===== src/rtl/bar_frame_decoder.sv =====
`default_nettype none
// +------------------------------------------------------------------------+
// | bar_frame_decoder: thermometer-frame decoder and fill/drain lock check |
// | Rev 1.0                                                                |
// +------------------------------------------------------------------------+
module bar_frame_decoder #(
   parameter int WIDTH = 16,
   parameter int ERR_W = 8,
   localparam int LW = $clog2(WIDTH + 1)
) (
   input  logic             clk,
   input  logic             rst,
   input  logic             fc,
   input  logic [WIDTH-1:0] frame,
   output logic             valid,
   output logic [LW-1:0]    level,
   output logic             locked,
   output logic             dir,
   output logic             err_shape,
   output logic             err_step,
   output logic             period_done,
   output logic [ERR_W-1:0] err_cnt
);

   typedef enum logic [1:0] {S_SYNC, S_ACQ, S_FILL, S_DRAIN} state_t;

   state_t           state_q, state_d;
   logic [LW-1:0]    prev_q, prev_d;
   logic [LW-1:0]    level_q, level_d;
   logic             valid_q, valid_d;
   logic             dir_q, dir_d;
   logic             es_q, es_d;
   logic             et_q, et_d;
   logic             pd_q, pd_d;
   logic [ERR_W-1:0] cnt_q, cnt_d;

   logic [LW-1:0]    k_w;
   logic             shape_ok_w;
   logic             seen_zero_w;
   logic [LW:0]      k_ext_w, inc_w, dec_w;

   // Count leading ones from the MSB; any one after the first zero is malformed.
   always_comb begin
      k_w         = '0;
      shape_ok_w  = 1'b1;
      seen_zero_w = 1'b0;
      for (int i = WIDTH - 1; i >= 0; i--) begin
         if (frame[i]) begin
            if (seen_zero_w) shape_ok_w = 1'b0;
            else             k_w = k_w + LW'(1);
         end else begin
            seen_zero_w = 1'b1;
         end
      end
   end

   // One extra bit so prev-1 at 0 and prev+1 at WIDTH never match a legal level.
   assign k_ext_w = {1'b0, k_w};
   assign inc_w   = {1'b0, prev_q} + (LW+1)'(1);
   assign dec_w   = {1'b0, prev_q} - (LW+1)'(1);

   always_comb begin
      state_d = state_q;
      prev_d  = prev_q;
      level_d = level_q;
      valid_d = 1'b0;
      dir_d   = dir_q;
      es_d    = 1'b0;
      et_d    = 1'b0;
      pd_d    = 1'b0;
      cnt_d   = cnt_q;
      if (fc) begin
         valid_d = 1'b1;
         if (!shape_ok_w) begin
            es_d    = 1'b1;
            state_d = S_SYNC;
         end else begin
            level_d = k_w;
            prev_d  = k_w;
            case (state_q)
               S_SYNC: begin
                  if (k_w == '0)                state_d = S_FILL;
                  else if (k_w == LW'(WIDTH))   state_d = S_DRAIN;
                  else                          state_d = S_ACQ;
               end
               S_ACQ: begin
                  if (k_ext_w == inc_w)
                     state_d = (k_w == LW'(WIDTH)) ? S_DRAIN : S_FILL;
                  else if (k_ext_w == dec_w)
                     state_d = (k_w == '0) ? S_FILL : S_DRAIN;
               end
               S_FILL: begin
                  if (k_ext_w == inc_w) begin
                     if (k_w == LW'(WIDTH)) state_d = S_DRAIN;
                  end else begin
                     et_d    = 1'b1;
                     state_d = S_ACQ;
                  end
               end
               default: begin
                  if (k_ext_w == dec_w) begin
                     if (k_w == '0) begin
                        state_d = S_FILL;
                        pd_d    = 1'b1;
                     end
                  end else begin
                     et_d    = 1'b1;
                     state_d = S_ACQ;
                  end
               end
            endcase
         end
      end
      if (state_d == S_FILL)       dir_d = 1'b1;
      else if (state_d == S_DRAIN) dir_d = 1'b0;
      if ((es_d || et_d) && (cnt_q != {ERR_W{1'b1}}))
         cnt_d = cnt_q + ERR_W'(1);
   end

   always_ff @(posedge clk) begin
      if (!rst) begin
         state_q <= S_SYNC;
         prev_q  <= '0;
         level_q <= '0;
         valid_q <= 1'b0;
         dir_q   <= 1'b0;
         es_q    <= 1'b0;
         et_q    <= 1'b0;
         pd_q    <= 1'b0;
         cnt_q   <= '0;
      end else begin
         state_q <= state_d;
         prev_q  <= prev_d;
         level_q <= level_d;
         valid_q <= valid_d;
         dir_q   <= dir_d;
         es_q    <= es_d;
         et_q    <= et_d;
         pd_q    <= pd_d;
         cnt_q   <= cnt_d;
      end
   end

   assign valid       = valid_q;
   assign level       = level_q;
   assign locked      = (state_q == S_FILL) || (state_q == S_DRAIN);
   assign dir         = dir_q;
   assign err_shape   = es_q;
   assign err_step    = et_q;
   assign period_done = pd_q;
   assign err_cnt     = cnt_q;

endmodule
`default_nettype wire


===== config.mk =====
export PLATFORM = sky130hd
export DESIGN_NAME = bar_frame_decoder
export DESIGN_NICKNAME = d
export VERILOG_FILES = /design/src/rtl/bar_frame_decoder.sv
export SDC_FILE = /design/constraint.sdc
export NUM_CORES = 1
export LEC_CHECK = 0
export BUFFER_PORTS_ARGS = -buffer_cell sky130_fd_sc_hd__buf_4
export CORE_ASPECT_RATIO = 1.1
export CORE_MARGIN = 1
export CORE_UTILIZATION = 50
export CTS_CLUSTER_DIAMETER = 80
export DETAILED_ROUTE_END_ITERATION = 12
export PLACE_DENSITY = 0.73
export SYNTH_ARGS = -nofsm -noshare
export SYNTH_HDL_FRONTEND = slang
export SYNTH_SLANG_ARGS = --single-unit
export TNS_END_PERCENT = 100

===== constraint.sdc =====
create_clock -name clk -period 8.5 [get_ports clk]
set_clock_uncertainty 0.05 [all_clocks]
set_input_delay 0.85 -clock clk [delete_from_list [all_inputs] [get_ports clk]]
set_output_delay 0.85 -clock clk [all_outputs]
set_load 0.01 [all_outputs]

# Yosys cells after proc, flatten, opt, wreduce, memory -nomap -nowiden
# Index checks and enable logic that the tools add are counted.
[op_classes]
bitwise_logic = 4
reduce_logical = 9
mux = 100
add_sub_neg = 18
eq_ne = 9
magnitude_cmp = 0
multipliers = 0
shift = 0
div_mod_pow = 0
[ops]
columns = ["op", "n"]
rows = [
  ["5-bit two-way mux", 30],
  ["5-bit by 1-bit adder with 5-bit output (second input constant)", 15],
  ["1-bit two-way mux", 58],
  ["2-bit two-way mux", 10],
  ["5-bit by 6-bit == test with 1-bit output", 2],
  ["8-bit by 1-bit adder with 8-bit output (second input constant)", 1],
  ["2-bit == test (second input constant)", 4],
  ["8-bit != test (second input constant)", 1],
  ["7-bit OR reduction", 1],
  ["5-bit by 1-bit adder with 6-bit output (second input constant)", 1],
  ["2-bit one-hot mux with 3 select lines", 1],
  ["5-bit by 1-bit subtractor with 6-bit output (second input constant)", 1],
  ["5-bit == test (second input constant)", 1],
  ["5-bit logical NOT", 1],
  ["1-bit NOT", 4],
  ["2-bit by 1-bit == test with 1-bit output (second input constant)", 1],
  ["2-bit logical NOT", 1],
  ["1-bit logical OR", 2],
  ["1-bit one-hot mux with 2 select lines", 1],
  ["2-bit AND reduction", 1],
  ["2-bit nonzero test", 1],
  ["2-bit OR reduction", 1],
  ["1-bit logical AND", 1],
]
[word_totals]
regBits = 20
word_cells = 148
in_bits = 19
mem_count = 0
mem_bits_ro = 0
mem_bits_rw = 0
latchBits = 0
out_inout_bits = 19

# Depth between registers and ports, before layout
# Gate-level depths: netlist of run 1.
[depth]
word_depth = 56
depth_mapped = 48
ltp_nobuf = 46

# Worst setup path before layout of run 1
# OpenSTA, ideal clock, no wires.
[synth_timing]
kind = "input port to flip-flop"
start = "input port frame[15]"
end = "register cnt_q[5], in the netlist err_cnt[5]"
setup_time_ps = 71
slack_ps = -600
required_time_ps = 8379
stages = 47
arrival_ps = 8979
path_buffers = 2
path_cell_list = "nand2_1 -> clkinv_1 -> ha_1 -> mux2_2 -> ha_1 -> nor2_1 -> nor2_1 -> ha_1 -> mux2_2 -> o21ai_0 -> a21oi_1 -> o21ai_0 -> ha_1 -> and3_1 -> clkbuf_1 -> a21oi_1 -> ha_1 -> mux2i_1 -> (+11 left out) -> o21a_1 -> ha_1 -> and3b_1 -> o21ai_0 -> xnor2_1 -> nand2_1 -> xor3_1 -> nand4_1 -> xnor2_1 -> xor3_2 -> mux2i_1 -> nor3b_1 -> and2_1 -> mux2i_1 -> a31oi_2 -> buf_6 -> or3_1 -> a21oi_1"
[synth_via]
elab_chain_cells = 53
elab_cells_between_ends = 102
classes_between = "add/sub: 15; eq/ne: 2; mux: 83; reduce/logical: 2"
[synth_lines]
columns = ["element", "line", "text"]
rows = [
  ["start: declaration", "14", "input logic [WIDTH-1:0] frame,"],
  ["1-bit two-way mux", "48, 49", ""],
  ["5-bit by 1-bit adder with 5-bit output", "50", "else k_w = k_w + LW'(1);"],
  ["5-bit two-way mux", "49", "if (seen_zero_w) shape_ok_w = 1'b0;"],
  ["5-bit two-way mux", "48", "if (frame[i]) begin"],
  ["5-bit by 1-bit adder with 5-bit output", "50", ""],
  ["5-bit two-way mux", "49", ""],
  ["5-bit two-way mux", "48", ""],
  ["5-bit by 1-bit adder with 5-bit output", "50", ""],
  ["(+37 left out)", "n/a", ""],
  ["5-bit two-way mux", "48", ""],
  ["5-bit by 6-bit == test with 1-bit output, on equally long branches", "101, 93", ""],
  ["1-bit two-way mux, on equally long branches", "101, 93", ""],
  ["1-bit one-hot mux with 2 select lines", "80", "case (state_q)"],
  ["1-bit two-way mux", "74", "if (!shape_ok_w) begin"],
  ["1-bit two-way mux", "72", "if (fc) begin"],
  ["1-bit logical OR *", "116", "if ((es_d || et_d) && (cnt_q != {ERR_W{1'b1}}))"],
  ["1-bit logical AND *", "116", ""],
  ["end signal: assignment", "140", "cnt_q <= cnt_d;"],
  ["end: declaration", "35", "logic [ERR_W-1:0] cnt_q, cnt_d;"],
]
# Every way passes the cells marked *; elsewhere a longest branch is shown, timed or not.
# A chain may end at the register's enable or synchronous reset.

# Worst setup path after layout of run 1
[layout_timing]
start = "input port frame[15]"
end = "register dir_q, in the netlist dir"
[layout_via]
elab_chain_cells = 55
elab_cells_between_ends = 112
classes_between = "add/sub: 15; eq/ne: 5; mux: 90; reduce/logical: 2"
[layout_lines]
columns = ["element", "line", "text"]
rows = [
  ["1-bit two-way mux", "48, 49", ""],
  ["5-bit by 1-bit adder with 5-bit output", "50", ""],
  ["5-bit two-way mux", "49", ""],
  ["5-bit two-way mux", "48", ""],
  ["5-bit by 1-bit adder with 5-bit output", "50", ""],
  ["5-bit two-way mux", "49", ""],
  ["5-bit two-way mux", "48", ""],
  ["5-bit by 1-bit adder with 5-bit output", "50", ""],
  ["(+39 left out)", "n/a", ""],
  ["1-bit two-way mux", "90", "state_d = (k_w == '0) ? S_FILL : S_DRAIN;"],
  ["2-bit two-way mux", "89", "else if (k_ext_w == dec_w)"],
  ["2-bit two-way mux", "87", "if (k_ext_w == inc_w)"],
  ["2-bit one-hot mux with 3 select lines", "80", ""],
  ["2-bit two-way mux *", "74", ""],
  ["2-bit two-way mux *", "72", ""],
  ["2-bit == test, on equally long branches", "114, 115", ""],
  ["1-bit two-way mux or 2-bit nonzero test (tied branches)", "n/a", ""],
  ["end signal: assignment", "136", "dir_q <= dir_d;"],
  ["end: declaration", "31", "logic dir_q, dir_d;"],
]
# Marked as above.

==> impl_metrics.json, run 1 <==
{
  "critPathMostFrequentCell": "a21oi_2",
  "cts-root-buf": "clkbuf_8",
  "die_h_microns": 84.9,
  "p_per_area_nw_per_um2": 77.8,
  "layout-drive-gt1-share_pct": 32.5,
  "clock-sinks": 20,
  "slew_headroom_pct": 42.1,
  "slowest_delay_ns": 0.37,
  "power.share.clock_pct": 28.8,
  "io-pin-count": 38,
  "reg2reg_slack_ns": 5.74,
  "cts_buffers": 3,
  "antenna_cells": 0,
  "layoutNonFillerInstCount": 597,
  "combPwrFrac_pct": 42.3,
  "n_fill_cell": 463,
  "register_area_sq_um": 400,
  "p_int_w": 0.000226,
  "clock_path_buffers": 2,
  "io_buffer_count": 37,
  "critical_path_class": "input port to flip-flop",
  "cts_tree": "yes",
  "reg2reg_depth": 11,
  "maxCapViolations": 0,
  "hpwl_mm": 6.77,
  "violations": "setup timing",
  "grt_pass1_vias": 3287,
  "finalWirelength_mm": 9.67,
  "timing_worst_slew_pin_value_ns": 0.861,
  "synth_area_sq_um": 3120,
  "rsz0062_at_grt": "yes",
  "drtIter0Drc": 206,
  "worst_hold_slack_ns": 0.465,
  "post_drt_wl_per_cell_microns": 16.2,
  "crit_family": "compound AO/OA/AOI/OAI gates",
  "cp_max_fo": 3,
  "grt_max_degree": 19,
  "seq_power_share_pct": 28.9,
  "whs_path_depth": 2,
  "synthArstFlopShare_pct": 0,
  "r2r_end": "state_q[1]$_SDFF_PN0_",
  "required_ns": 8.63,
  "swShare_pct": 32.7,
  "fin_ws_ns": -0.127,
  "multiInputGateArea_sq_um": 2940,
  "hold_viol": 0,
  "syn-num-nets": 473,
  "syn_to_final_growth_pct": 38.3,
  "ys_seq_elements": 20,
  "clock_latency_ns": 0.27,
  "grt.total_usage_pct": 27.7,
  "min_to": "err_cnt[7]$_SDFFE_PN0P_",
  "ir_worst_vdd_mv": 0.102,
  "cts.reportedPaths.clkPinSlew_ns": 0.08,
  "max_freq_mhz": 116,
  "synth_cells": 436,
  "drv_slew": 0,
  "place.gp.congestion": 0.865,
  "hp-class": "flip-flop to flip-flop",
  "slowest_stage": "xor3_2",
  "vias": 3640,
  "drc": 0,
  "arrival_ns": 8.76,
  "synth.distinct_cells": 69,
  "post-route-period-util_pct": 101,
  "routed_via_density": 6.10,
  "p_leak_nw": 1.86,
  "cp.depth": 45,
  "ant_nets": 0,
  "rows": 29,
  "antenna_found_initial": 0,
  "cts_hold_buffers": 0,
  "worst_setup_path_end_kind": "flip-flop",
  "initial_core_util_pct": 53.1,
  "yosysSeqAreaShare_pct": 12.8,
  "grt_pass1_wl_mm": 14.9,
  "synth_warnings": 0,
  "core-area_sq_um": 5880,
  "min_from": "err_cnt[7]$_SDFFE_PN0P_",
  "rr_startpoint": "level[0]$_SDFFE_PN0P_",
  "switchingPower_w": 0.000110,
  "status": "finished with violations",
  "nets": 558,
  "min_period_ns": 8.63,
  "synth_enable_flop_cells": 0,
  "drt_first_pass_iters": 5,
  "htree_num_levels": 1,
  "setup_violations": 10,
  "die_w_microns": 77.3,
  "overflow": 0,
  "synth_area_per_cell_sq_um": 7.16,
  "critPathLaunchType": "input port",
  "dieArea_sq_um": 6560,
  "dpl.cell_count": 579,
  "worstPathBufferInverterCount": 2,
  "ys.flop_type": "dfxtp_1"
}
==> cell families (layout without fill, tap and decap cells) <==
logic type / count (synthesis) / count (layout) / share of synthesized area (%)
AO/OA/AOI/OAI: 107 / 108 / 21.2
multiplexers: 18 / 18 / 6.73
flip-flops: 20 / 20 / 12.8
XOR/XNOR: 40 / 40 / 14.9
adder cells (fa/ha/maj): 18 / 18 / 7.21
AND/OR/NAND/NOR: 198 / 198 / 32.6
buffers and inverters: 35 / 118 / 4.53
==> layer usage <==
metal / track usage [%] / part of all wire, % / up-vias
li1: - / - / 1761
met1: 33.4 / 42 / 1728
met2: 50.1 / 52 / 127
met3: 3.23 / 3.5 / 24
met4: 10.3 / 2.0 / 0
met5: 0 / 0 / -
==> power groups by stage <==
stage                     Sequential, W  Clock (W)  Combinational (W)
after floorplan               0.0000996          0          0.0000715
after global placement        0.0000991          0           0.000116
after CTS                     0.0000970  0.0000967           0.000127
after global routing          0.0000973   0.000101           0.000153
after detailed placement      0.0000991          0           0.000119
final                         0.0000969  0.0000967           0.000142
==> tightest hold or removal path: stages (launching register included) <==
cell and delay, ns:
dfxtp_1 0.34, o21ai_1 0.08, a21oi_1 0.06
==> metrics by stage <==
stage                     setup TNS (ns)  instance area [sq um]  util, %  total power [W]  setup slack [ns]
after global placement             -4.15                   3900     66.4         0.000215            -0.466
after CTS                        -0.0333                   4150     70.5         0.000321           -0.0261
final                             -0.764                   4320     73.5         0.000336            -0.127
after floorplan                  -0.0648                   3260        -         0.000171           -0.0326
after global routing               -5.51                   4320     73.5         0.000351            -0.536
after detailed placement           -6.72                   3900     66.4         0.000218            -0.685
==> registers in the layout (all words and copies together), names as in the netlist <==
signal and count:
err_cnt 8, level 5, state_q 2, dir 1
err_shape 1, err_step 1, period_done 1, valid 1
==> cells in the final DEF (no fill, tap or decap), types with 7 or more instances in the layout <==
master    instances
nor3_1            9
nand2_1          49
a21oi_1          24
dfxtp_1          20
inv_1            17
o21ai_0          22
buf_4            93
xor2_1            9
ha_1             13
nand4_1           7
nand3_1          26
o21ai_1          10
or3_1             9
nand2b_1          7
xnor2_1          16
nor2_1           35
mux2i_1           9
==> cell type report <==
class / instances / share of cell area (%)
timing repair buffer: 95 / 16.8
tap: 77 / 2.23
inverter: 19 / 1.94
clock inverter: 1 / 0.695
multi-input combinational: 382 / 68.1
clock buffer: 3 / 0.956
sequential: 20 / 9.27
==> cell usage after synthesis, types with 8 or more instances <==
master	instances	area, sq um
ha_1	18	225
and3_1	8	50.1
clkbuf_1	13	48.8
dfxtp_1	20	400
inv_1	17	63.8
xor2_1	10	87.6
mux2i_1	12	120
nor3_1	10	50.1
a21oi_1	31	155
o21ai_0	32	160
nand2_1	53	199
or3_1	10	62.6
xnor2_1	21	184
nand3_1	26	130
nor2_1	38	143
==> what timing repair did <==
action                     4_1_cts  5_1_grt
resized for setup               24       27
pin swaps                       33       22
setup buffers                    6        7
setup endpoints to repair       11       14
cloned                           1        0
==> worst max path at each step <==
stage	start	endpoint	slack [ns]
after floorplan	frame[15]	err_cnt[1]$_SDFFE_PN0P_	-0.03
after global placement	frame[15]	err_cnt[1]$_SDFFE_PN0P_	-0.47
after detailed placement	frame[15]	err_cnt[1]$_SDFFE_PN0P_	-0.69
after CTS	frame[14]	err_cnt[1]$_SDFFE_PN0P_	-0.03
after global routing	frame[15]	state_q[1]$_SDFF_PN0_	-0.54
final	frame[15]	dir$_SDFFE_PN0P_	-0.13
No activity file was read; power rests on OpenSTA's default activity.
==> inputs of run 2 (changes only) <==
- PLACE_DENSITY: 0.73 -> 0.7
- SKIP_CTS_REPAIR_TIMING: default -> 1
==> run 2 against run 1 <==
The flow still finishes with violations (setup timing). Count of clock-buffer cells in the layout did not move. Non-clock buffer count fell by 3. Sequential share of layout area rose by 0.070 points. Clock power fell by 2%. Power fell by 1.7%. Critical endpoint is now err_cnt[4]$_SDFFE_PN0P_.
==> impl_metrics.json, run 2 (same netlist as run 1, synthesis figures left out) <==
{
  "status": "finished with violations",
  "violations": "setup timing",
  "place.gp.congestion": 0.936,
  "vias": 3601,
  "critPathMostFrequentCell": "ha_1",
  "grt_pass1_vias": 3067,
  "arrival_ns": 8.72,
  "cts-root-buf": "clkbuf_8",
  "initial_core_util_pct": 53.1,
  "placed_area_sq_um": 3900,
  "wl_met2_mm": 4.67,
  "rsz0062_at_grt": "yes",
  "core-area_sq_um": 5880,
  "utilization_pct": 72.9,
  "reg2reg_slack_ns": 5.75,
  "reg2reg_depth": 10,
  "grt_max_degree": 19,
  "post-route-period-util_pct": 101,
  "critical_path_class": "input port to flip-flop",
  "dieArea_sq_um": 6560,
  "hp-class": "flip-flop to flip-flop",
  "n_fill_cell": 469,
  "timing_worst_slew_pin_value_ns": 0.874,
  "io_buffer_count": 37,
  "required_ns": 8.63,
  "worst_setup_path_end_kind": "flip-flop",
  "max_freq_mhz": 116,
  "io-pin-count": 38,
  "drtIter0Drc": 245,
  "fin_ws_ns": -0.0967,
  "nets": 555,
  "min_to": "err_cnt[7]$_SDFFE_PN0P_",
  "slew_headroom_pct": 41.2,
  "antenna_cells": 0,
  "rows": 29,
  "maxCapViolations": 0,
  "post_drt_wl_per_cell_microns": 15.5,
  "ir_worst_vdd_mv": 0.181,
  "design_area_sq_um": 4290,
  "cts_tree": "yes",
  "critPathLaunchType": "input port",
  "min_period_ns": 8.60,
  "clock-sinks": 20,
  "die_h_microns": 84.9,
  "wl_met1_mm": 3.95,
  "cts_buffers": 3,
  "register_area_sq_um": 400,
  "slowest_delay_ns": 0.37,
  "antenna_found_initial": 0,
  "ant_nets": 0,
  "slowest_stage": "mux2i_4",
  "clock_path_buffers": 2,
  "die_w_microns": 77.3,
  "p_per_area_nw_per_um2": 77.0,
  "layout-drive-gt1-share_pct": 31.7,
  "drc": 0,
  "p_leak_nw": 1.82,
  "worst_hold_slack_ns": 0.471,
  "cp_max_fo": 7,
  "hold_viol": 0,
  "drt_first_pass_iters": 5,
  "cts.reportedPaths.clkPinSlew_ns": 0.08,
  "largest_register_ffs": 8,
  "min_from": "err_cnt[7]$_SDFFE_PN0P_",
  "rr_startpoint": "level[0]$_SDFFE_PN0P_",
  "htree_num_levels": 1,
  "final_common_cell": "buf_4",
  "mostFrequentLayoutCells": "buf_4 (90), nand2_1 (51), nor2_1 (34)",
  "met3RoutedLength_microns": 465,
  "whs_path_depth": 2,
  "overflow": 0,
  "hpwl_mm": 6.59,
  "grt.total_usage_pct": 25.2,
  "grt_pass1_wl_mm": 13.7,
  "drv_slew": 0,
  "finalWirelength_mm": 9.18,
  "multiInputGateArea_sq_um": 2920,
  "routed_via_density": 6.06,
  "setup_violations": 9,
  "r2r_end": "dir$_SDFFE_PN0P_",
  "syn_to_final_growth_pct": 37.3,
  "clock_latency_ns": 0.26,
  "maxUsedRoutingLayer": "met4"
}
run 2: power by group:
| part | internal [W] | leakage [nW] | switching (W) |
|---|---|---|---|
| sequential | 0.0000951 | 0.162 | 0.00000189 |
| clock | 0.0000628 | 0.0357 | 0.0000321 |
| combinational | 0.0000678 | 1.63 | 0.0000702 |
run 2: layout make-up:
type,instances,area share [%]
multi-input combinational,382,68.2
timing repair buffer,92,16.6
sequential,20,9.34
tap,77,2.25
inverter,19,1.96
clock buffer,3,0.964
clock inverter,1,0.701
run 2: layer usage:
| layer | GRT usage, % | up-vias |
|---|---|---|
| met5 | 0 | - |
| met4 | 5.66 | 0 |
| met3 | 2.47 | 16 |
| met2 | 43.3 | 122 |
| met1 | 34.0 | 1708 |
| li1 | - | 1755 |
run 2: stage by stage:
step / power (W) / setup TNS, ns / setup WS (ns) / instances
6_report: 0.000330 / -0.507 / -0.0967 / 594
5_1_grt: 0.000347 / -4.49 / -0.477 / 594
4_1_cts: 0.000314 / -3.74 / -0.423 / 583
3_5_place_dp: 0.000219 / -6.13 / -0.648 / 579
3_3_place_gp: 0.000217 / -4.26 / -0.489 / 579
2_1_floorplan: 0.000171 / -0.0648 / -0.0326 / 436
run 2: worst max path at each step:
stage | startpoint | to | slack (ns) | depth (start not counted)
finish | frame[14] | err_cnt[4]$_SDFFE_PN0P_ | -0.1 | 47
global route | frame[14] | err_cnt[4]$_SDFFE_PN0P_ | -0.48 | 47
CTS | frame[15] | err_cnt[5]$_SDFFE_PN0P_ | -0.42 | 44
detailed placement | frame[15] | err_cnt[1]$_SDFFE_PN0P_ | -0.65 | 44
global placement | frame[15] | err_cnt[1]$_SDFFE_PN0P_ | -0.49 | 44
floorplan | frame[15] | err_cnt[1]$_SDFFE_PN0P_ | -0.03 | 46
run 2: worst max-delay path, delay by kind of cell:
family                   cells  cell delay [ns]
buffers and inverters        3             0.25
AND/OR/NAND/NOR             12             1.59
adder cells (fa/ha/maj)      9             2.23
AO/OA/AOI/OAI               14             1.80
XOR/XNOR                     3             0.60
multiplexers                 6             1.41
